==> config.mk <==
export PLATFORM = sky130hd
export DESIGN_NAME = baud_tick_gen
export DESIGN_NICKNAME = d
export VERILOG_FILES = /design/src/rtl/baud_tick_gen.sv
export SDC_FILE = /design/constraint.sdc
export NUM_CORES = 1
export LEC_CHECK = 0
export BUFFER_PORTS_ARGS = -buffer_cell sky130_fd_sc_hd__buf_2
export CAP_MARGIN = 10
export CORE_UTILIZATION = 35
export DETAILED_ROUTE_END_ITERATION = 16
export GPL_ROUTABILITY_DRIVEN = 0
export PLACE_DENSITY = 0.49
export SKIP_CTS_REPAIR_TIMING = 1
export SLEW_MARGIN = 20
export SYNTH_ARGS = -nofsm -noshare
export SYNTH_HDL_FRONTEND = slang
export SYNTH_SLANG_ARGS = --single-unit
==> constraint.sdc <==
create_clock -name clk -period 4.67 [get_ports clk]
set_input_delay 0.2335 -clock clk [delete_from_list [all_inputs] [get_ports clk]]
set_output_delay 0.2335 -clock clk [all_outputs]
set_load 0.02 [all_outputs]
==> src/rtl/baud_tick_gen.sv <==
// Programmable fractional baud-tick generator: oversample, bit-boundary and mid-bit ticks
// with runtime divisor reload and phase resynchronisation.
module baud_tick_gen #(
  parameter int unsigned DIV_W            = 16,
  parameter int unsigned FRAC_W           = 4,
  parameter int unsigned OVERSAMPLE       = 16,
  parameter int unsigned DEFAULT_DIV_INT  = 162,
  parameter int unsigned DEFAULT_DIV_FRAC = 12
) (
  input  logic                          clk,
  input  logic                          rst,
  input  logic                          en,
  input  logic                          sync,
  input  logic                          cfg_load,
  input  logic [DIV_W-1:0]              cfg_div_int,
  input  logic [FRAC_W-1:0]             cfg_div_frac,
  output logic                          tick_os,
  output logic                          tick_bit,
  output logic                          tick_mid,
  output logic [$clog2(OVERSAMPLE)-1:0] os_phase,
  output logic                          cfg_pending
);

  localparam int unsigned PH_W  = $clog2(OVERSAMPLE);
  localparam int unsigned CNT_W = DIV_W + 1;
  localparam int unsigned ACC_W = FRAC_W + 1;
  localparam logic [PH_W-1:0] PH_LAST = PH_W'(OVERSAMPLE - 1);
  localparam logic [PH_W-1:0] PH_MID  = PH_W'(OVERSAMPLE / 2);

  logic [CNT_W-1:0]  cnt_q, cnt_d;
  logic [FRAC_W-1:0] acc_q, acc_d;
  logic              carry_q, carry_d;
  logic [DIV_W-1:0]  div_int_q, div_int_d;
  logic [FRAC_W-1:0] div_frac_q, div_frac_d;
  logic [DIV_W-1:0]  pend_int_q, pend_int_d;
  logic [FRAC_W-1:0] pend_frac_q, pend_frac_d;
  logic [PH_W-1:0]   phase_d;
  logic              tick_os_d, tick_bit_d, tick_mid_d, pending_d;

  logic [DIV_W-1:0]  eff_int;
  logic [CNT_W-1:0]  period;
  logic [ACC_W-1:0]  acc_sum;
  logic [PH_W-1:0]   phase_inc;
  logic              wrap, apply;
  logic [DIV_W-1:0]  new_int;
  logic [FRAC_W-1:0] new_frac;

  // Period arithmetic; a zero divisor is treated as one
  always_comb begin
    eff_int   = (div_int_q == '0) ? DIV_W'(1) : div_int_q;
    period    = CNT_W'(eff_int) + CNT_W'(carry_q);
    wrap      = (cnt_q == period - CNT_W'(1));
    acc_sum   = ACC_W'(acc_q) + ACC_W'(div_frac_q);
    phase_inc = os_phase + PH_W'(1);
    apply     = cfg_load | cfg_pending;
    new_int   = cfg_load ? cfg_div_int  : pend_int_q;
    new_frac  = cfg_load ? cfg_div_frac : pend_frac_q;
  end

  // Next-state: sync beats wrap, wrap beats plain counting
  always_comb begin
    cnt_d       = cnt_q;
    acc_d       = acc_q;
    carry_d     = carry_q;
    div_int_d   = div_int_q;
    div_frac_d  = div_frac_q;
    pend_int_d  = pend_int_q;
    pend_frac_d = pend_frac_q;
    phase_d     = os_phase;
    pending_d   = cfg_pending;
    tick_os_d   = 1'b0;
    tick_bit_d  = 1'b0;
    tick_mid_d  = 1'b0;

    if (cfg_load) begin
      pend_int_d  = cfg_div_int;
      pend_frac_d = cfg_div_frac;
    end

    if (sync) begin
      cnt_d     = '0;
      acc_d     = '0;
      carry_d   = 1'b0;
      phase_d   = '0;
      pending_d = 1'b0;
      if (apply) begin
        div_int_d  = new_int;
        div_frac_d = new_frac;
      end
    end else if (en && wrap) begin
      cnt_d      = '0;
      tick_os_d  = 1'b1;
      tick_bit_d = (os_phase == PH_LAST);
      tick_mid_d = (phase_inc == PH_MID);
      phase_d    = phase_inc;
      if (apply) begin
        // New divisor starts a clean period with no fractional history
        div_int_d  = new_int;
        div_frac_d = new_frac;
        acc_d      = '0;
        carry_d    = 1'b0;
        pending_d  = 1'b0;
      end else begin
        acc_d   = acc_sum[FRAC_W-1:0];
        carry_d = acc_sum[FRAC_W];
      end
    end else begin
      if (en) cnt_d = cnt_q + CNT_W'(1);
      if (cfg_load) pending_d = 1'b1;
    end
  end

  always_ff @(posedge clk or posedge rst) begin
    if (rst) begin
      cnt_q       <= '0;
      acc_q       <= '0;
      carry_q     <= 1'b0;
      div_int_q   <= DIV_W'(DEFAULT_DIV_INT);
      div_frac_q  <= FRAC_W'(DEFAULT_DIV_FRAC);
      pend_int_q  <= DIV_W'(DEFAULT_DIV_INT);
      pend_frac_q <= FRAC_W'(DEFAULT_DIV_FRAC);
      os_phase    <= '0;
      cfg_pending <= 1'b0;
      tick_os     <= 1'b0;
      tick_bit    <= 1'b0;
      tick_mid    <= 1'b0;
    end else begin
      cnt_q       <= cnt_d;
      acc_q       <= acc_d;
      carry_q     <= carry_d;
      div_int_q   <= div_int_d;
      div_frac_q  <= div_frac_d;
      pend_int_q  <= pend_int_d;
      pend_frac_q <= pend_frac_d;
      os_phase    <= phase_d;
      cfg_pending <= pending_d;
      tick_os     <= tick_os_d;
      tick_bit    <= tick_bit_d;
      tick_mid    <= tick_mid_d;
    end
  end

endmodule
==> Yosys cells after proc, flatten, opt, wreduce, memory -nomap -nowiden <==
Cells that the tools add are included.
{ "totals": {"register_bits": 70, "in_bits": 25, "out_inout_bits": 8, "word_cells": 58} }
{ "classes": {"n_addsub": 5, "eq_ne": 4, "mux": 30, "n_bitwise": 1, "n_reduce_logical": 6} }
{ "ops": {"columns": ["cell", "n"], "rows": [
  ["$mux W16", 5],
  ["$mux W17", 3],
  ["$mux W4", 9],
  ["$add A16 B1 Y17", 1],
  ["$add A17 B1 Y17 const B", 1],
  ["$eq A17 B17 Y1", 1],
  ["$sub A17 B1 Y17 const B", 1],
  ["$logic_not A16 Y1", 1],
  ["$mux W1", 13],
  ["$eq A4 B4 Y1 const B", 2],
  ["$reduce_bool A3 Y1", 2],
  ["$add A4 B4 Y5", 1],
  ["$add A4 B1 Y4 const B", 1],
  ["$ne A3 B3 Y1 const B", 1],
  ["$reduce_and A2 Y1", 1],
  ["$reduce_bool A2 Y1", 1],
  ["$logic_and A1 B1 Y1", 1],
  ["$or A1 B1 Y1", 1]
]} }

==> Logic depth before layout (Yosys ltp) <==
Gate-level depths: netlist (run 1).
{ "logic_depth": {"ltp_word": 8, "ltp_mapped": 16} }

==> Worst setup path after synthesis (run 1) <==
OpenSTA, ideal clock, no wires.
{ "synth_timing": {"path_type": "register to register", "start": "register div_int_q[7]", "end": "register div_int_q[0]", "setup_time_ns": 0.130, "arrival_ns": 3.355, "required_ns": 4.540, "path_slack_ns": 1.185, "path_stages_with_launch": 14, "n_path_buf": 3, "synth_period_minus_slack_ns": 3.485, "path_cell_list": "dfstp_2 -> clkbuf_1 -> nor3_1 -> a41oi_1 -> ha_1 -> or4b_4 -> or3_1 -> a2111o_1 -> a31oi_2 -> o2111ai_2 -> buf_6 -> buf_6 -> a22oi_1 -> o21ai_0"} }
{ "synth_via": {"elab_chain_len": 7} }
{ "synth_rtl": {"columns": ["item", "line", "rtl"], "rows": [
  ["start, declared", "33", "logic [DIV_W-1:0] div_int_q, div_int_d;"],
  ["start signal, assigned", "118", "div_int_q <= DIV_W'(DEFAULT_DIV_INT);"],
  ["start signal, assigned", "131", "div_int_q <= div_int_d;"],
  ["$logic_not A16 Y1", "50", "eff_int = (div_int_q == '0) ? DIV_W'(1) : div_int_q;"],
  ["$mux W16 (*)", "50", null],
  ["$add A16 B1 Y17 (*)", "51", "period = CNT_W'(eff_int) + CNT_W'(carry_q);"],
  ["$sub A17 B1 Y17 (*)", "52", "wrap = (cnt_q == period - CNT_W'(1));"],
  ["$eq A17 B17 Y1 (*)", "52", null],
  ["$logic_and A1 B1 Y1 (*)", "90", "end else if (en && wrap) begin"],
  ["$reduce_bool A2 Y1 (no line) (*)", null, null]
]} }
Every way passes the cells marked *; elsewhere a longest branch is shown, timed or not.
A chain may end at the register's enable or synchronous reset.

==> Final worst setup path (run 1) <==
{ "layout_timing": {"start": "register div_int_q[7]", "end": "register cnt_q[1]"} }
{ "layout_via": {"elab_chain_len": 8, "word_cells_on_any_way": 9, "cone_classes": "2 x add/sub; 1 x eq/ne; 3 x mux; 3 x reduce/logical"} }
{ "layout_rtl": {"columns": ["item", "line", "rtl"], "rows": [
  ["$logic_not A16 Y1", "50", null],
  ["$mux W16 (*)", "50", null],
  ["$add A16 B1 Y17 (*)", "51", null],
  ["$sub A17 B1 Y17 (*)", "52", null],
  ["$eq A17 B17 Y1 (*)", "52", null],
  ["$logic_and A1 B1 Y1 (*)", "90", null],
  ["$mux W17", "90", null],
  ["$mux W17", "80", "if (sync) begin"],
  ["end signal, assigned", "128", "cnt_q <= cnt_d;"],
  ["end, declared", "30", "logic [CNT_W-1:0] cnt_q, cnt_d;"]
]} }
Marked as above.

==> flow_summary_export.csv, run 1 <==
group,metric,value,unit
run_status,status,"complete, no violations",
placed_design,postPlaceCellArea,4320,um^2
timing,final.setup.worst_slack,0.610,ns
die,fp.coreArea,11100,um^2
timing,timing.slew.headroom,0.401,
routing,via_count,3018,
routing,routed_wl,8680,um
clocking,cts_root_buf,"clkbuf_16",
synth,synthArstFlopShare,1.00,
synth,synthCells,424,
setup_path,crit_path_max_incr_delay,0.60,ns
final_layout,num_antenna_cells,0,
final_layout,fin_util,0.416,
flow_run,cap_violations,0,
synth,yosysUniqueCellTypes,55,
synth,synth_area_per_cell,9.57,um^2
min_path,min_path_type,"primary input to flip-flop",
timing,clock.fmax,246,MHz
setup_path,crit_slowest_cell,"dfstp_2",
power,power.internal,1.19,mW
power,total_power,1.68,mW
timing,setup_viol,0,
die,rows,38,
setup_path,crit_buf_inv,1,
routing,dr.pass1.iters,4,
timing,hold_viol_final,0,
die,die_w,110,um
setup_path,path_max_fanout,17,
power,power_switching,0.494,mW
clocking,cts_tree,"built",
setup_path,start_kind,"flip-flop",
die,dieHeight,110,um
power,combPwrFrac,0.179,
synth,synth-edff-count,0,
global_routing,grt_use_total,0.165,
global_routing,grt_pass1_vias,2864,
power,leakagePower,2.06,nW
power,power_density,366,nW/um^2
routing,post-route-drc-count,0,
placed_design,dpl.hpwl,6090,um
synth,syn_nets,459,
synth,synth-seq-cells,70,
synth,ys.flop_type,"dfrtp_1",
timing,tightest_slew,0.886,ns
power,seqPwrFrac,0.450,
synth,yosysSeqAreaShare,0.435,
timing,setup_tns,0,ns
clocking,cts_made_buffers,9,
clocking,htree_levels,3,
final_layout,layout.cells.non_filler,592,
setup_path,crit_family,"simple AND/OR/NAND/NOR gates",
global_routing,grt-ovfl-total,0,
routing,via_per_inst,5.10,
timing,fin_crit,4.06,ns
setup_path,cp.arrival,4.26,ns
setup_path,endpoint_kind,"flip-flop",
global_routing,grt_pass1_wl,14900,um
clocking,cts.sinks,70,
synth,synth_warnings,0,
final_layout,nets,482,
clocking,clockBufferDepth,2,
timing,drv_slew,0,
power,peakVddDrop,0.169,mV
placed_design,dp_slack,0.260,ns
synth,yosys.area.top_type,"dfrtp_1",
timing,hold_ws,0.131,ns
final_layout,drive_above_1_share,0.175,
synth,synthTopCellsByArea,"dfrtp_1 (37%), dfstp_2 (6.5%), mux2i_1 (6.4%), xor2_1 (4.8%), a22oi_1 (3.7%)",
placed_design,io_buffers,32,
die,io_pins,33,
power,switching_share,0.293,
placed_design,dpl.cell_count,576,
final_layout,n_fill_cell,1105,
clocking,clk_latency,0.33,ns
setup_path,required,4.87,ns
routing,post_drt_wl_per_cell,14.7,um
setup_path,crit_chain,"nor3_1, a41oi_1, ha_1, or4b_4, nor4_1, mux2i_1, nor4b_1, o2111ai_2, o21ai_2, buf_4, o21ai_0",
die,die_area,12000,um^2
final_layout,area_growth_syn_to_layout,13.5,%
final_layout,design_area,4610,um^2
routing,drtAntennaViolNets,0,
timing,rsz0062_at_grt,"no",
timing,clock_skew,0.00708,ns
timing,fin_crit_sh,0.869,
global_routing,antenna_found_initial,0,
setup_path,worstSetupPathType,"flip-flop to flip-flop",
die,start_util,0.366,
power,clkPwrFrac,0.371,
routing,drtIter0Drc,180,
clocking,clk_pin_slew_worst_paths,0.05,ns
global_routing,grt_start_max_net_pins,71,
synth,synth_area,4060,um^2
synth,synth_top_area_share,0.370,
[power by group through the flow]
stage	Sequential (mW)	Combinational [mW]	Clock (mW)
2_1_floorplan	0.730	0.262	0
3_3_place_gp	0.765	0.300	0
3_5_place_dp	0.767	0.305	0
4_1_cts	0.756	0.306	0.649
5_1_grt	0.772	0.345	0.675
6_report	0.758	0.302	0.624
[path summary, 6_finish.rpt]
check | from | to | slack (ns) | cells past startpoint
setup reg to reg | div_int_q[7] | cnt_q[1] | 0.61 | 11
setup / recovery | div_int_q[7] | cnt_q[1] | 0.61 | 11
hold / removal | cfg_div_int[4] | pend_int_q[4] | 0.13 | 3
max in group asynchronous | rst | cnt_q[6] | 3.91 | 3
hold reg to reg | pend_int_q[8] | pend_int_q[8] | 0.47 | 2
min in group asynchronous | rst | pend_int_q[6] | 0.15 | 3
[cell usage after synthesis (all sizes together), types with 4 or more instances]
cell,number
a31oi,4
nor4,6
mux2i,26
nand3,11
nand4,8
clkbuf,15
a21oi,4
inv,31
and3,4
buf,12
o21ai,30
xnor2,12
ha,9
nor2b,19
or3,6
dfrtp,60
nor2,36
nor3,11
nand2,29
dfstp,10
a22oi,20
xor2,22
[flip-flops by register name, summed over array words and instances, names as in the netlist]
signal and cells:
os_phase 4, pend_int_q 16, tick_os 1, div_frac_q 4
acc_q 4, cfg_pending 1, carry_q 1, pend_frac_q 4
tick_bit 1, tick_mid 1, div_int_q 16, cnt_q 17
[layer usage]
| metal | share of wire | vias to the layer above | GRT usage |
|---|---|---|---|
| li1 | - | 1530 | - |
| met4 | 0.016 | 0 | 0.0800 |
| met2 | 0.44 | 51 | 0.246 |
| met1 | 0.52 | 1428 | 0.234 |
| met5 | 0 | - | 0 |
| met3 | 0.024 | 9 | 0.0249 |
[tightest hold or removal path: stages]
cell and delay, ns:
buf_2 0.07, mux2i_1 0.07, inv_1 0.05
[layout by cell type, fill, tap and decap left out, types with 9 or more instances in the layout]
cell,count
dfrtp_1,60
nor2_1,35
buf_2,32
inv_1,30
nand2_1,29
o21ai_0,27
mux2i_1,26
xor2_1,22
a22oi_1,20
nor2b_1,19
xnor2_1,12
nand3_1,11
nor3_1,10
dfstp_2,10
ha_1,9
clkbuf_16,9
[cells by family after synthesis]
logic type | after synthesis | share of synthesized area
fa+ha+maj | 10 | 0.0327
simple gates | 145 | 0.189
flops | 70 | 0.435
buf+inv | 58 | 0.0626
mux | 26 | 0.0642
compound gates | 80 | 0.137
xor+xnor | 35 | 0.0790
[area by class of cell]
class                      count  area (um^2)  area share
multi-input combinational    296         2050       0.445
sequential                    70         1760       0.383
clock buffer                  10          239      0.0519
timing repair buffer          39          225      0.0489
tap                          140          175      0.0380
inverter                      31          116      0.0253
clock inverter                 6         37.5     0.00815
(Power assumes the default switching activity.)
==> inputs of run 2 (changes only) <==
- BUFFER_PORTS_ARGS: -buffer_cell sky130_fd_sc_hd__buf_2 -> -buffer_cell sky130_fd_sc_hd__buf_4
- CAP_MARGIN: 10 -> 15
==> flow_summary_export.csv, run 2 (synthesis gave the netlist of run 1 again) <==
group,metric,value,unit
run_status,status,"complete, no violations",
setup_path,crit_chain,"nor3_1, a41oi_1, ha_1, or4b_4, nor4_1, mux2i_1, nor4b_1, o2111ai_2, o21ai_2, o21ai_0",
die,dieHeight,110,um
routing,routed_wl,9130,um
setup_path,required,4.85,ns
timing,setup_tns,0,ns
die,die_area,12000,um^2
timing,rsz0062_at_grt,"no",
placed_design,dpl.cell_count,575,
setup_path,crit_slowest_cell,"dfstp_2",
final_layout,final_cell_mix,"dfrtp_1 (60), buf_4 (38), nor2_1 (35)",
timing,hold_viol_final,0,
placed_design,io_buffers,32,
final_layout,layout.cells.non_filler,592,
final_layout,multi_input_area,2050,um^2
placed_design,dpl.hpwl,6290,um
final_layout,largest_registers,"cnt_q: 17 flops, div_int_q: 16 flops, pend_int_q: 16 flops",
die,start_util,0.366,
final_layout,final-seq-area,1760,um^2
clocking,htree_levels,3,
final_layout,num_antenna_cells,0,
final_layout,fin_util,0.424,
routing,drtIter0Drc,151,
setup_path,endpoint_kind,"flip-flop",
clocking,cts.sinks,70,
min_path,min_path_type,"primary input to flip-flop",
global_routing,antenna_found_initial,0,
timing,clock_skew,0.00421,ns
placed_design,postPlaceCellArea,4380,um^2
timing,tightest_slew,0.981,ns
global_routing,grt_use_total,0.173,
clocking,cts_made_buffers,9,
setup_path,worstSetupPathType,"flip-flop to flip-flop",
setup_path,start_kind,"flip-flop",
final_layout,largest_register_ffs,17,
final_layout,n_fill_cell,1121,
power,power_density,374,nW/um^2
routing,dr.pass1.iters,4,
timing,drv_slew,0,
clocking,clockBufferDepth,2,
die,fp.coreArea,11100,um^2
routing,via_per_inst,5.09,
final_layout,drive_above_1_share,0.164,
setup_path,regToRegSetupSlack,0.71,ns
final_layout,nets,482,
final_layout,largest-register,"cnt_q",
power,total_power,1.76,mW
timing,final.setup.worst_slack,0.710,ns
setup_path,cp.arrival,4.14,ns
power,peakVddDrop,0.189,mV
setup_path,crit_path_max_incr_delay,0.60,ns
global_routing,grt_pass1_wl,15500,um
die,io_pins,33,
die,die_w,110,um
timing,clock.fmax,253,MHz
setup_path,crit_family,"simple AND/OR/NAND/NOR gates",
global_routing,grt_pass1_vias,3049,
routing,post_drt_wl_per_cell,15.4,um
global_routing,grt-ovfl-total,0,
setup_path,path_max_fanout,17,
routing,via_count,3013,
clocking,cts_tree,"built",
routing,post-route-drc-count,0,
timing,fin_crit_sh,0.848,
final_layout,final_common_cell,"dfrtp_1",
setup_path,crit_buf_inv,0,
routing,drtAntennaViolNets,0,
power,leakagePower,2.09,nW
clocking,clk_latency,0.34,ns
timing,fin_crit,3.96,ns
final_layout,area_growth_syn_to_layout,15.8,%
final_layout,design_area,4700,um^2
clocking,cts_root_buf,"clkbuf_16",
timing,hold_ws,0.127,ns
global_routing,grt_start_max_net_pins,56,
flow_run,cap_violations,0,
placed_design,dp_slack,0.263,ns
clocking,clk_pin_slew_worst_paths,0.05,ns
timing,setup_viol,0,
die,rows,38,
timing,timing.slew.headroom,0.337,
==> run 2: layout make-up <==
type / count / area share
Clock buffer: 15 / 0.0570
Clock inverter: 1 / 0.00639
Inverter: 31 / 0.0248
Multi-Input combinational cell: 296 / 0.436
Sequential cell: 70 / 0.376
Tap cell: 140 / 0.0373
Timing Repair Buffer: 39 / 0.0629
==> run 2: routing by layer <==
metal | global-route usage | part of all wire | vias up
met5 | 0 | 0 | -
met4 | 0.0952 | 0.023 | 0
met3 | 0.0296 | 0.025 | 12
met2 | 0.252 | 0.44 | 40
met1 | 0.243 | 0.52 | 1435
li1 | - | - | 1526
==> run 2: where the power goes <==
group,switching [mW],internal (mW),leakage [nW],total [mW]
Clock,0.246,0.443,0.144,0.689
Combinational,0.161,0.144,1.08,0.305
Sequential,0.0827,0.680,0.862,0.763
==> run 2: worst min-delay path: cells and delay by family <==
| kind | cells | cell delay [ns] |
|---|---|---|
| multiplexers | 1 | 0.07 |
| buffers and inverters | 2 | 0.13 |
==> run 2: path summary, 6_finish.rpt <==
check	end	cells past startpoint	startpoint
worst max-delay path	cnt_q[1]	10	div_int_q[7]
worst min register to register	pend_int_q[15]	2	pend_int_q[15]
max in group asynchronous	pend_int_q[13]	4	rst
min in group asynchronous	pend_int_q[8]	3	rst
worst max register to register	cnt_q[1]	10	div_int_q[7]
worst min-delay path	pend_int_q[8]	3	cfg_div_int[8]
